File: src/rtl/ps2_host_tx_if.sv
// Command-side handshake and outcome bundle of the PS/2 host transmitter.
// The master offers a byte; the slave (transmitter) reports readiness and outcome pulses.
interface ps2_host_tx_if;
    logic [7:0] tx_data;
    logic       tx_valid;
    logic       tx_ready;
    logic       busy;
    logic       done;
    logic       ack_err;
    logic       timeout;

    modport master (
        output tx_data,
        output tx_valid,
        input  tx_ready,
        input  busy,
        input  done,
        input  ack_err,
        input  timeout
    );

    modport slave (
        input  tx_data,
        input  tx_valid,
        output tx_ready,
        output busy,
        output done,
        output ack_err,
        output timeout
    );
endinterface

File: src/rtl/ps2_host_tx.sv
// Host-to-device PS/2 command transmitter: request-to-send, 11-bit frame driven on
// device clock falling edges, ack sampling, and an overall transfer timeout.
module ps2_host_tx #(
    parameter int INHIBIT_CYCLES = 10000,
    parameter int START_CYCLES   = 200,
    parameter int TIMEOUT_CYCLES = 1500000
) (
    input  logic          clk,
    input  logic          rst_n,
    ps2_host_tx_if.slave  bus,
    input  logic          ps2_clk_i,
    input  logic          ps2_data_i,
    output logic          ps2_clk_oe,
    output logic          ps2_data_oe
);

    localparam int PH_MAX = (INHIBIT_CYCLES > START_CYCLES) ? INHIBIT_CYCLES : START_CYCLES;
    localparam int PH_W   = $clog2(PH_MAX + 1);
    localparam int TO_W   = $clog2(TIMEOUT_CYCLES + 1);

    localparam logic [PH_W-1:0] INH_LAST   = PH_W'(INHIBIT_CYCLES - 1);
    localparam logic [PH_W-1:0] START_LAST = PH_W'(START_CYCLES - 1);
    localparam logic [TO_W-1:0] TO_LAST    = TO_W'(TIMEOUT_CYCLES - 1);

    typedef enum logic [2:0] {
        S_IDLE,
        S_INHIBIT,
        S_START,
        S_TX,
        S_WAIT_ACK,
        S_WAIT_IDLE
    } state_t;

    // Index 0 = PS2Clk, index 1 = PS2Data; both lines share the same 2-flop synchronizer.
    logic [1:0] w_pad;
    logic [1:0] r_meta;
    logic [1:0] r_sync;
    logic       r_clk_prev;
    logic       w_clk_s;
    logic       w_data_s;
    logic       w_fall;

    assign w_pad = {ps2_data_i, ps2_clk_i};

    generate
        for (genvar gi = 0; gi < 2; gi++) begin : g_sync
            always_ff @(posedge clk or negedge rst_n) begin
                if (!rst_n) begin
                    r_meta[gi] <= 1'b1;
                    r_sync[gi] <= 1'b1;
                end else begin
                    r_meta[gi] <= w_pad[gi];
                    r_sync[gi] <= r_meta[gi];
                end
            end
        end
    endgenerate

    always_ff @(posedge clk or negedge rst_n) begin
        if (!rst_n) begin
            r_clk_prev <= 1'b1;
        end else begin
            r_clk_prev <= r_sync[0];
        end
    end

    assign w_clk_s  = r_sync[0];
    assign w_data_s = r_sync[1];
    assign w_fall   = r_clk_prev & ~w_clk_s;

    state_t           r_state;
    logic [9:0]       r_shift;
    logic [3:0]       r_bit_cnt;
    logic [PH_W-1:0]  r_phase_cnt;
    logic [TO_W-1:0]  r_to_cnt;
    logic             r_ack_bad;
    logic             r_clk_oe;
    logic             r_data_oe;
    logic             r_tx_ready;
    logic             r_busy;
    logic             r_done;
    logic             r_ack_err;
    logic             r_timeout;
    logic             w_to_counting;
    logic             w_to_hit;

    assign w_to_counting = (r_state == S_TX) || (r_state == S_WAIT_ACK) || (r_state == S_WAIT_IDLE);
    assign w_to_hit      = w_to_counting && (r_to_cnt == TO_LAST);

    always_ff @(posedge clk or negedge rst_n) begin
        if (!rst_n) begin
            r_state     <= S_IDLE;
            r_shift     <= '0;
            r_bit_cnt   <= '0;
            r_phase_cnt <= '0;
            r_to_cnt    <= '0;
            r_ack_bad   <= 1'b0;
            r_clk_oe    <= 1'b0;
            r_data_oe   <= 1'b0;
            r_tx_ready  <= 1'b1;
            r_busy      <= 1'b0;
            r_done      <= 1'b0;
            r_ack_err   <= 1'b0;
            r_timeout   <= 1'b0;
        end else begin
            r_done    <= 1'b0;
            r_ack_err <= 1'b0;
            r_timeout <= 1'b0;

            if (w_to_counting) begin
                r_to_cnt <= r_to_cnt + 1'b1;
            end

            // Timeout beats any falling edge in the same cycle; a NACKed byte ends silently.
            if (w_to_hit) begin
                r_clk_oe   <= 1'b0;
                r_data_oe  <= 1'b0;
                r_timeout  <= ~r_ack_bad;
                r_tx_ready <= 1'b1;
                r_busy     <= 1'b0;
                r_state    <= S_IDLE;
            end else begin
                case (r_state)
                    S_IDLE: begin
                        r_clk_oe  <= 1'b0;
                        r_data_oe <= 1'b0;
                        if (bus.tx_valid) begin
                            // Frame after the start bit, LSB first: D0..D7, odd parity, stop.
                            r_shift     <= {1'b1, ~^bus.tx_data, bus.tx_data};
                            r_phase_cnt <= '0;
                            r_ack_bad   <= 1'b0;
                            r_clk_oe    <= 1'b1;
                            r_tx_ready  <= 1'b0;
                            r_busy      <= 1'b1;
                            r_state     <= S_INHIBIT;
                        end
                    end

                    S_INHIBIT: begin
                        if (r_phase_cnt == INH_LAST) begin
                            r_phase_cnt <= '0;
                            r_data_oe   <= 1'b1;
                            r_state     <= S_START;
                        end else begin
                            r_phase_cnt <= r_phase_cnt + 1'b1;
                        end
                    end

                    S_START: begin
                        if (r_phase_cnt == START_LAST) begin
                            r_phase_cnt <= '0;
                            r_clk_oe    <= 1'b0;
                            r_bit_cnt   <= '0;
                            r_to_cnt    <= '0;
                            r_state     <= S_TX;
                        end else begin
                            r_phase_cnt <= r_phase_cnt + 1'b1;
                        end
                    end

                    S_TX: begin
                        if (w_fall) begin
                            r_data_oe <= ~r_shift[0];
                            r_shift   <= {1'b0, r_shift[9:1]};
                            r_bit_cnt <= r_bit_cnt + 1'b1;
                            if (r_bit_cnt == 4'd9) begin
                                r_state <= S_WAIT_ACK;
                            end
                        end
                    end

                    S_WAIT_ACK: begin
                        r_data_oe <= 1'b0;
                        if (w_fall) begin
                            if (w_data_s) begin
                                r_ack_err <= 1'b1;
                                r_ack_bad <= 1'b1;
                            end
                            r_state <= S_WAIT_IDLE;
                        end
                    end

                    S_WAIT_IDLE: begin
                        if (w_clk_s && w_data_s) begin
                            r_done     <= ~r_ack_bad;
                            r_tx_ready <= 1'b1;
                            r_busy     <= 1'b0;
                            r_state    <= S_IDLE;
                        end
                    end

                    default: begin
                        r_clk_oe   <= 1'b0;
                        r_data_oe  <= 1'b0;
                        r_tx_ready <= 1'b1;
                        r_busy     <= 1'b0;
                        r_state    <= S_IDLE;
                    end
                endcase
            end
        end
    end

    assign ps2_clk_oe   = r_clk_oe;
    assign ps2_data_oe  = r_data_oe;
    assign bus.tx_ready = r_tx_ready;
    assign bus.busy     = r_busy;
    assign bus.done     = r_done;
    assign bus.ack_err  = r_ack_err;
    assign bus.timeout  = r_timeout;

endmodule

File: src/flat_wrapper.sv
// flat-port wrapper written by rule: the top's interface ports become plain ports
module ps2_host_tx_flat 
#(
    parameter int INHIBIT_CYCLES = 10000,
    parameter int START_CYCLES   = 200,
    parameter int TIMEOUT_CYCLES = 1500000
)
  (clk, rst_n, ps2_clk_i, ps2_data_i, ps2_clk_oe, ps2_data_oe, bus_tx_data, bus_tx_valid, bus_tx_ready, bus_busy, bus_done, bus_ack_err, bus_timeout);
  ps2_host_tx_if bus_i ();
  input  logic clk;
  input  logic rst_n;
  input  logic ps2_clk_i;
  input  logic ps2_data_i;
  output logic ps2_clk_oe;
  output logic ps2_data_oe;
  input wire logic [$bits(bus_i.tx_data)-1:0] bus_tx_data;
  input wire logic [$bits(bus_i.tx_valid)-1:0] bus_tx_valid;
  output wire logic [$bits(bus_i.tx_ready)-1:0] bus_tx_ready;
  output wire logic [$bits(bus_i.busy)-1:0] bus_busy;
  output wire logic [$bits(bus_i.done)-1:0] bus_done;
  output wire logic [$bits(bus_i.ack_err)-1:0] bus_ack_err;
  output wire logic [$bits(bus_i.timeout)-1:0] bus_timeout;
  assign bus_i.tx_data = bus_tx_data;
  assign bus_i.tx_valid = bus_tx_valid;
  assign bus_tx_ready = bus_i.tx_ready;
  assign bus_busy = bus_i.busy;
  assign bus_done = bus_i.done;
  assign bus_ack_err = bus_i.ack_err;
  assign bus_timeout = bus_i.timeout;
  ps2_host_tx #(.INHIBIT_CYCLES(INHIBIT_CYCLES), .START_CYCLES(START_CYCLES), .TIMEOUT_CYCLES(TIMEOUT_CYCLES)) u_core (.clk(clk), .rst_n(rst_n), .bus(bus_i), .ps2_clk_i(ps2_clk_i), .ps2_data_i(ps2_data_i), .ps2_clk_oe(ps2_clk_oe), .ps2_data_oe(ps2_data_oe));
endmodule
File: config.mk
export PLATFORM = sky130hd
export DESIGN_NAME = ps2_host_tx_flat
export DESIGN_NICKNAME = d
export VERILOG_FILES = /design/src/rtl/ps2_host_tx_if.sv /design/src/rtl/ps2_host_tx.sv /design/src/flat_wrapper.sv
export SDC_FILE = /design/constraint.sdc
export NUM_CORES = 1
export LEC_CHECK = 0
export CAP_MARGIN = 25
export CELL_PAD_IN_SITES_DETAIL_PLACEMENT = 1
export CELL_PAD_IN_SITES_GLOBAL_PLACEMENT = 1
export CORE_MARGIN = 2
export CORE_UTILIZATION = 45
export DETAILED_ROUTE_END_ITERATION = 10
export PLACE_DENSITY_LB_ADDON = 0.1
export SLEW_MARGIN = 40
export SYNTH_ARGS = -nofsm -noshare
export SYNTH_HDL_FRONTEND = slang
export SYNTH_SLANG_ARGS = --single-unit
File: constraint.sdc
create_clock -name clk -period 4.8 [get_ports clk]
set_clock_uncertainty 0.05 [all_clocks]
set_input_delay 1.44 -clock clk [delete_from_list [all_inputs] [get_ports clk]]
set_output_delay 1.44 -clock clk [all_outputs]
set_load 0.02 [all_outputs]
======== Word-level counts from Yosys, hierarchy flattened ========
Index checks and enable logic that the tools add are counted.
word-level totals
  input port bits ......................... 13
  register bits after elaboration ......... 65
  word-level logic and storage cells ...... 121
operators by class
  add/subtract/negate cells ............... 3
  eq/ne operators ......................... 24
  bitwise gates (word level) .............. 5
  muxes and demuxes ....................... 50
  reductions and logical operators ........ 21
operators by type and width
  kind                   number
  $mux 21                4
  $mux 14                3
  $pmux 14 s3            1
  $mux 3                 8
  $mux 1                 22
  $add 21x1->21 const B  1
  $eq 21x21->1 const B   1
  $mux 10                2
  $pmux 10 s2            1
  $pmux 3 s6             1
  $add 14x1->14 const B  1
  $eq 14x14->1 const B   1
  $eq 14x8->1 const B    1
  $ne 2x1->1 const B     7
  $ne 3x1->1 const B     4
  $pmux 1 s3             4
  $ne 3x2->1 const B     3
  $reduce_and 3->1       3
  $mux 4                 2
  $pmux 4 s2             1
  $reduce_and 4->1       2
  $reduce_or 4->1        2
  $reduce_xnor 8->1      1
  $reduce_and 7->1       1
  17 further kinds       26

======== Depth between registers and ports, before layout ========
Gate-level depths: netlist (run 1).
  depth after elaboration ................. 7
  mapped depth ............................ 8
  mapped depth without buffers ............ 8

======== Least setup slack after synthesis (run 1) ========
Ideal clock, no wire load.
  path kind ............................... input to register
  start point ............................. input port bus_tx_valid
  end point ............................... register u_core.r_state[1]
  arrival time ............................ 2.351 ns
  required time ........................... 4.613 ns
  path slack .............................. 2.262 ns
  path buffers ............................ 0
  stages on the path ...................... 6
  setup time .............................. 0.137 ns
  cells stage by stage .................... nor3_1 -> a31oi_1 -> o221ai_1 -> nor2_1 -> o211ai_1 -> nand3_1
on the way
  word-level cells in the longest chain between the ends .. 2
RTL lines
  item                        RTL line            source
  from (decl)                 flat_wrapper.sv:17  input wire logic [$bits(bus_i.tx_valid)-1:0] bus_tx_valid;
  $ne 3x2->1 (no line)        -
  $reduce_and 7->1 (no line)  -
  to (signal assigned)        ps2_host_tx.sv:92   r_state <= S_IDLE;
  to (signal assigned)        ps2_host_tx.sv:121  r_state <= S_IDLE;
  to (signal assigned)        ps2_host_tx.sv:135  r_state <= S_INHIBIT;
  to (decl)                   ps2_host_tx.sv:71   state_t r_state;
No other way between the ends.
A chain may end at the register's enable or synchronous reset.

======== Worst setup path after layout (run 1) ========
Same ends and word-level chain as after synthesis.

==> results.yml, run 1 <==
worst_setup_path:
  arrival_ns: 3.16
  worstPathRequired_ns: 4.97
  startpoint_type: "primary input"
  end_kind: "register"
  path_class: "in2reg"
  critPathMaxFanout: 6
timing:
  setup_violations: 0
  setup_ws_ns: 1.80
  final_max_slew_viol_count: 0
  hold_viol: 0
  post-route-period-util_pct: 62.4
  fin_setup_tns_ns: 0
  relSlewSlack_pct: 50.4
  rsz0062_at_grt: "no"
  worst_pin_slew_ns: 0.745
  period_needed_ns: 3.00
  fmax_mhz: 334
clocking:
  cts_buffers: 9
  cts_resized: 0
  clkTransAtPathRegs_ns: 0.08
  cts_hold_buf: 0
  clock_path_buffers: 2
  clkLatencyLatePin_ns: 0.34
  cts_setup_buffers: 0
  cts_sinks: 65
  root_buffer: "clkbuf_8"
  cts_tree: "done"
  cts.htree.levels: 3
global_routing:
  grt_max_degree: 42
  track_usage_pct: 20.6
  grt_overflow: 0
  antenna_found_initial: 0
  grt_pass1_vias: 2925
  grt_pass1_wl_mm: 13.8
placement:
  place.gp.congestion: 0.797
  post-place-ws_ns: 1.50
  hpwl_mm: 5.51
  io_buffers: 19
floorplan:
  die_area_um2: 8330
  dieHeight_um: 91.3
  pin_count: 20
  row_count: 31
  start_util_pct: 46.7
  fp.dieW_um: 91.3
  core-area_um2: 7330
layout:
  antenna_cells: 0
  area_delta_synth_final_pct: 14.2
  drive_gt1_share_pct: 10.0
  nNetsFinal: 402
power:
  p_sw_share_pct: 39.9
  p_clk_share_pct: 23.6
  p_sw_uw: 805
  worst_ir_drop_vdd_uv: 245
  seqPwrFrac_pct: 40.6
  pwr-share-comb_pct: 35.8
  p_per_area_nw_per_um2: 515
  p_int_uw: 1210
  p_leak_uw: 0.00163
synthesis:
  syn_inst: 364
  ys_seq_area_share_pct: 47.7
  synth-seq-cells: 65
  synth_warnings: 0
  synth_area_per_cell_um2: 9.41
  muxShareOfSynthArea_pct: 2.67
  syn-num-nets: 381
  synth_top_family_by_area: "simple AND/OR/NAND/NOR gates"
  synth_edf_count: 0
  synth-xor-area-share_pct: 7.92
  yosys_most_used_dff: "dfrtp_1"
  synth-simple-area-share_pct: 23.9
  async_flop_share_pct: 100
  ys_types: 58
  syn_area_um2: 3430
  synth_fa_ha_area_share_pct: 1.46
  synth_compound_area_share_pct: 13.8
routing:
  firstDrtPassIters: 4
  vias_per_cell: 5.60
  route.vias.total: 2736
  postRouteAntennaNets: 0
  wl_mm: 7.85
  drt-initial-drc-count: 133
  wl_per_cell_um: 16.1
  remaining_drc_errors: 0
outcome:
  status: "complete, no violations"
worst_hold_path:
  hold_class: "reg2reg"
job:
  cap_violations: 0
## per-layer routing
metal	global-route usage, %	wire length [um]	share of wire, %
met1	26.9	3710	47
met2	34.6	3910	50
met3	3.82	163	2.1
met4	6.69	72	0.92
met5	0	0	0
## worst max-delay path: stages
cell	delay, ns
clkdlybuf4s50_1	0.45
nor3_1	0.25
a31oi_1	0.10
o221ai_1	0.48
nor2_1	0.14
o211ai_1	0.21
nand3_1	0.09
## power by group through the flow
| stage | registers (uW) | clock network [uW] | logic (uW) |
|---|---|---|---|
| 5_1_grt | 840 | 515 | 827 |
| 6_report | 819 | 475 | 722 |
| 3_5_place_dp | 827 | 0 | 726 |
| 4_1_cts | 818 | 491 | 729 |
| 2_1_floorplan | 774 | 0 | 564 |
| 3_3_place_gp | 823 | 0 | 686 |
## worst paths after layout
| path | from | cells past startpoint | endpoint | slack [ns] |
|---|---|---|---|---|
| worst max-delay path | bus_tx_valid | 7 | u_core.r_state[1]$_DFFE_PN0P_ | 1.80 |
| worst min-delay path | u_core.r_meta[1]$_DFF_PN1_ | 0 | u_core.w_data_s$_DFF_PN1_ | 0.31 |
| worst max register to register | u_core.r_state[0]$_DFFE_PN0P_ | 6 | u_core.r_state[1]$_DFFE_PN0P_ | 2.18 |
| worst min register to register | u_core.r_meta[1]$_DFF_PN1_ | 0 | u_core.w_data_s$_DFF_PN1_ | 0.31 |
| max in group asynchronous | rst_n | 2 | u_core.w_data_s$_DFF_PN1_ | 2.70 |
| min in group asynchronous | rst_n | 1 | u_core.r_phase_cnt[4]$_DFFE_PN0P_ | 1.04 |
## per-stage QoR
step / util (%) / hold WS, ns / instance area, um2 / std cells / total power [uW]
after floorplan: - / 0.295 / 3430 / 364 / 1340
after global placement: 50.5 / 0.297 / 3700 / 472 / 1510
after detailed placement: 50.6 / 0.303 / 3710 / 473 / 1550
after CTS: 53.4 / 0.315 / 3910 / 489 / 2040
after global routing: 53.4 / 0.321 / 3910 / 489 / 2180
final: 53.4 / 0.314 / 3910 / 489 / 2020
## state kept, by name, summed over array words and instances (netlist names)
signal               count
u_core.bus.ack_err       1
u_core.bus.busy          1
u_core.bus.done          1
u_core.bus.timeout       1
u_core.bus.tx_ready      1
u_core.ps2_clk_oe        1
u_core.ps2_data_oe       1
u_core.r_ack_bad         1
u_core.r_bit_cnt         4
u_core.r_clk_prev        1
u_core.r_meta            2
u_core.r_phase_cnt      14
u_core.r_shift          10
u_core.r_state           3
u_core.r_to_cnt         21
u_core.w_clk_s           1
u_core.w_data_s          1
## placed cells by master, fill, tap and decap left out, types with 3 or more instances in the layout
master and instances:
clkbuf_8 9, o21ai_0 36, nor4bb_1 3, and2_1 3, clkinv_4 3, and3_1 8
nor2b_1 4, nor2_1 47, o211ai_1 4, mux2i_1 8, nand3_1 16, clkdlybuf4s50_1 18
a21oi_1 6, o31ai_1 4, buf_4 4, nand4_1 5, inv_1 9, nand2b_1 4
ha_1 4, xor2_1 7, dfstp_2 6, xnor2_1 24, nand2_1 44, dfrtp_1 59
nor3_1 10
## Yosys cell counts, types with 2 or more instances
master    instances  area (um2)
ha_1              4        50.1
o311ai_0          2        17.5
o21ai_0          36         180
o31ai_1           4        30.0
and3_1            8        50.1
nor4bb_1          3        30.0
nand3_1          16        80.1
nor2_1           47         176
nor4_1            2        12.5
nor3_2            2        20.0
o31a_1            2        17.5
nand3b_1          2        15.0
dfstp_2           6         158
or2_1             2        12.5
dfrtp_1          59        1480
buf_2             6        30.0
xnor2_1          24         210
mux2i_1           8        80.1
clkbuf_1          6        22.5
nand2b_1          4        25.0
inv_1             9        33.8
xor2_1            7        61.3
nand2_1          44         165
nor3_1           10        50.1
nand4_1           5        31.3
and2_1            3        18.8
nor2b_1           4        25.0
o211ai_1          4        30.0
a21oi_1           6        30.0
## kinds of logic (layout without fill, tap and decap cells)
kind of cell	after synthesis	count (layout)
simple gates	163	163
compound gates	70	70
flops	65	65
xor+xnor	31	31
buf+inv	22	48
mux	9	9
fa+ha+maj	4	4
## cell type report
cell class                      count  area (um2)
Fill cell                         835        3420
Multi-Input combinational cell    277        1700
Sequential cell                    65        1630
Timing Repair Buffer               23         215
Clock buffer                        9         124
Tap cell                           99         124
Clock inverter                      7        80.1
Inverter                            9        33.8
Power figures use the tool's default switching activity.
==> inputs of run 2 (changes only) <==
- CORE_UTILIZATION: 45 -> 42
- clock period: 4.8 -> 2.51 ns (I/O delays scaled with it)
==> run 2 against run 1 <==
Effect of this change: worst setup slack worse by 1.6 ns; clock power is 150% higher; total power is 110% higher; largest power group unchanged.
==> results.yml, run 2 (same netlist as run 1, synthesis figures left out) <==
worst_setup_path:
  critPathSlowestCell: "clkdlybuf4s50_1"
  startpoint_type: "register"
  path_depth: 1
  path_cells: "clkdlybuf4s50_1"
  critPathMaxFanout: 4
  endpoint: "bus_tx_ready"
  crit_family: "buffers and inverters"
  path_buf_inv: 1
  reg2reg_depth: 6
  r2r-end: "u_core.bus.tx_ready$_DFFE_PN1P_"
  max_stage_delay_ns: 0.60
  startpoint: "u_core.bus.tx_ready$_DFFE_PN1P_"
  end_kind: "output pin"
  path_class: "reg2out"
  arrival_ns: 1.49
  rr_startpoint: "u_core.r_to_cnt[6]$_DFF_PN0_"
  worstPathRequired_ns: 1.71
  r2r_setup_slack_ns: 0.28
timing:
  period_needed_ns: 2.30
  rsz0062_at_grt: "no"
  fmax_mhz: 436
  setup_violations: 0
  hold_viol: 0
  relSlewSlack_pct: 65.4
  worst_pin_slew_ns: 0.518
  fin_setup_tns_ns: 0
  final_max_slew_viol_count: 0
  post-route-period-util_pct: 91.4
layout:
  final_common_cell: "dfrtp_1"
  multi_input_area_um2: 1700
  largest_reg_flops: 21
  final_cell_mix: "59 x dfrtp_1, 47 x nor2_1, 44 x nand2_1"
  drive_gt1_share_pct: 11.4
  n_fill_cell: 904
  regMostFlops: "u_core.r_to_cnt"
  antenna_cells: 0
  nNetsFinal: 408
  area_delta_synth_final_pct: 18.2
  final-seq-area_um2: 1630
  top_regs: "u_core.r_to_cnt (21), u_core.r_phase_cnt (14), u_core.r_shift (10)"
  final_util_pct: 51.9
global_routing:
  grt_pass1_wl_mm: 14.2
  track_usage_pct: 20.3
  grt_pass1_vias: 2980
  antenna_found_initial: 0
  grt_max_degree: 66
  grt_overflow: 0
routing:
  vias_per_cell: 5.46
  remaining_drc_errors: 0
  firstDrtPassIters: 4
  drt-initial-drc-count: 75
  route.vias.total: 2720
  wl_mm: 7.92
  postRouteAntennaNets: 0
  wl_per_cell_um: 15.9
floorplan:
  die_area_um2: 8900
  row_count: 32
  pin_count: 20
  core-area_um2: 7810
  fp.dieW_um: 94.3
  start_util_pct: 43.9
  dieHeight_um: 94.3
power:
  pwr-share-comb_pct: 35.2
  p_leak_uw: 0.00170
  p_int_uw: 2660
  p_sw_share_pct: 36.5
  p_clk_share_pct: 28.1
  total_power_uw: 4190
  p_per_area_nw_per_um2: 1040
  worst_ir_drop_vdd_uv: 488
  seqPwrFrac_pct: 36.7
  p_sw_uw: 1530
clocking:
  clkLatencyLatePin_ns: 0.33
  cts_sinks: 65
  cts_resized: 0
  cts_tree: "done"
  cts_setup_buffers: 0
  clkTransAtPathRegs_ns: 0.08
  cts.htree.levels: 3
  cts_hold_buf: 0
  root_buffer: "clkbuf_8"
  clock_path_buffers: 2
  cts_buffers: 9
outcome:
  status: "complete, no violations"
placement:
  hpwl_mm: 5.35
  io_buffers: 19
  place.gp.congestion: 0.753
worst_hold_path:
  hold_class: "reg2reg"
job:
  cap_violations: 0
[run 2: changes by cell type in the layout (fill, tap and decap cells not counted)]
| cell | previous run | this run |
|---|---|---|
| inv_6 | 1 | 0 |
| buf_4 | 4 | 8 |
| bufinv_16 | 1 | 4 |
| buf_12 | 0 | 2 |
| clkinv_2 | 0 | 1 |
| clkinvlp_4 | 2 | 0 |
| clkinv_4 | 3 | 2 |
[run 2: layer usage]
metal | track usage [%] | up-vias | wire length [um]
met3 | 4.95 | 4 | 186
met4 | 4.35 | 0 | 48
met5 | 0 | - | 0
met1 | 26.1 | 1364 | 3730
li1 | - | 1328 | -
met2 | 35.1 | 24 | 3950
[run 2: cell type report]
class / count / area share [%]
timing repair buffer: 29 / 7.04
tap: 102 / 3.15
clock buffer: 9 / 3.06
clock inverter: 7 / 3.52
sequential: 65 / 40.3
multi-input combinational: 277 / 42.0
inverter: 9 / 0.834
[run 2: power groups by stage]
stage	clock network (uW)	logic [uW]	registers [uW]
after floorplan	0	1080	1480
after global placement	0	1430	1540
after detailed placement	0	1470	1550
after CTS	1220	1490	1540
after global routing	1260	1680	1580
final	1180	1480	1540
[run 2: through the flow]
step,setup slack [ns],instance area (um2),hold slack [ns],instances
after detailed placement,0.00259,3780,0.298,482
after floorplan,0.622,3430,0.295,364
after global placement,0.115,3780,0.297,482
after CTS,0.187,4050,0.310,498
after global routing,0.0839,4050,0.311,498
final,0.215,4050,0.308,498
[run 2: how the worst min path moves through the flow]
stage	start	end	slack (ns)	depth (start not counted)
2_1_floorplan	u_core.r_meta[0]$_DFF_PN1_	u_core.w_clk_s$_DFF_PN1_	0.30	0
3_3_place_gp	u_core.r_meta[1]$_DFF_PN1_	u_core.w_data_s$_DFF_PN1_	0.30	0
3_5_place_dp	u_core.r_meta[0]$_DFF_PN1_	u_core.w_clk_s$_DFF_PN1_	0.30	0
4_1_cts	u_core.r_meta[1]$_DFF_PN1_	u_core.w_data_s$_DFF_PN1_	0.31	0
5_1_grt	u_core.r_meta[0]$_DFF_PN1_	u_core.w_clk_s$_DFF_PN1_	0.31	0
6_report	u_core.r_meta[1]$_DFF_PN1_	u_core.w_data_s$_DFF_PN1_	0.31	0
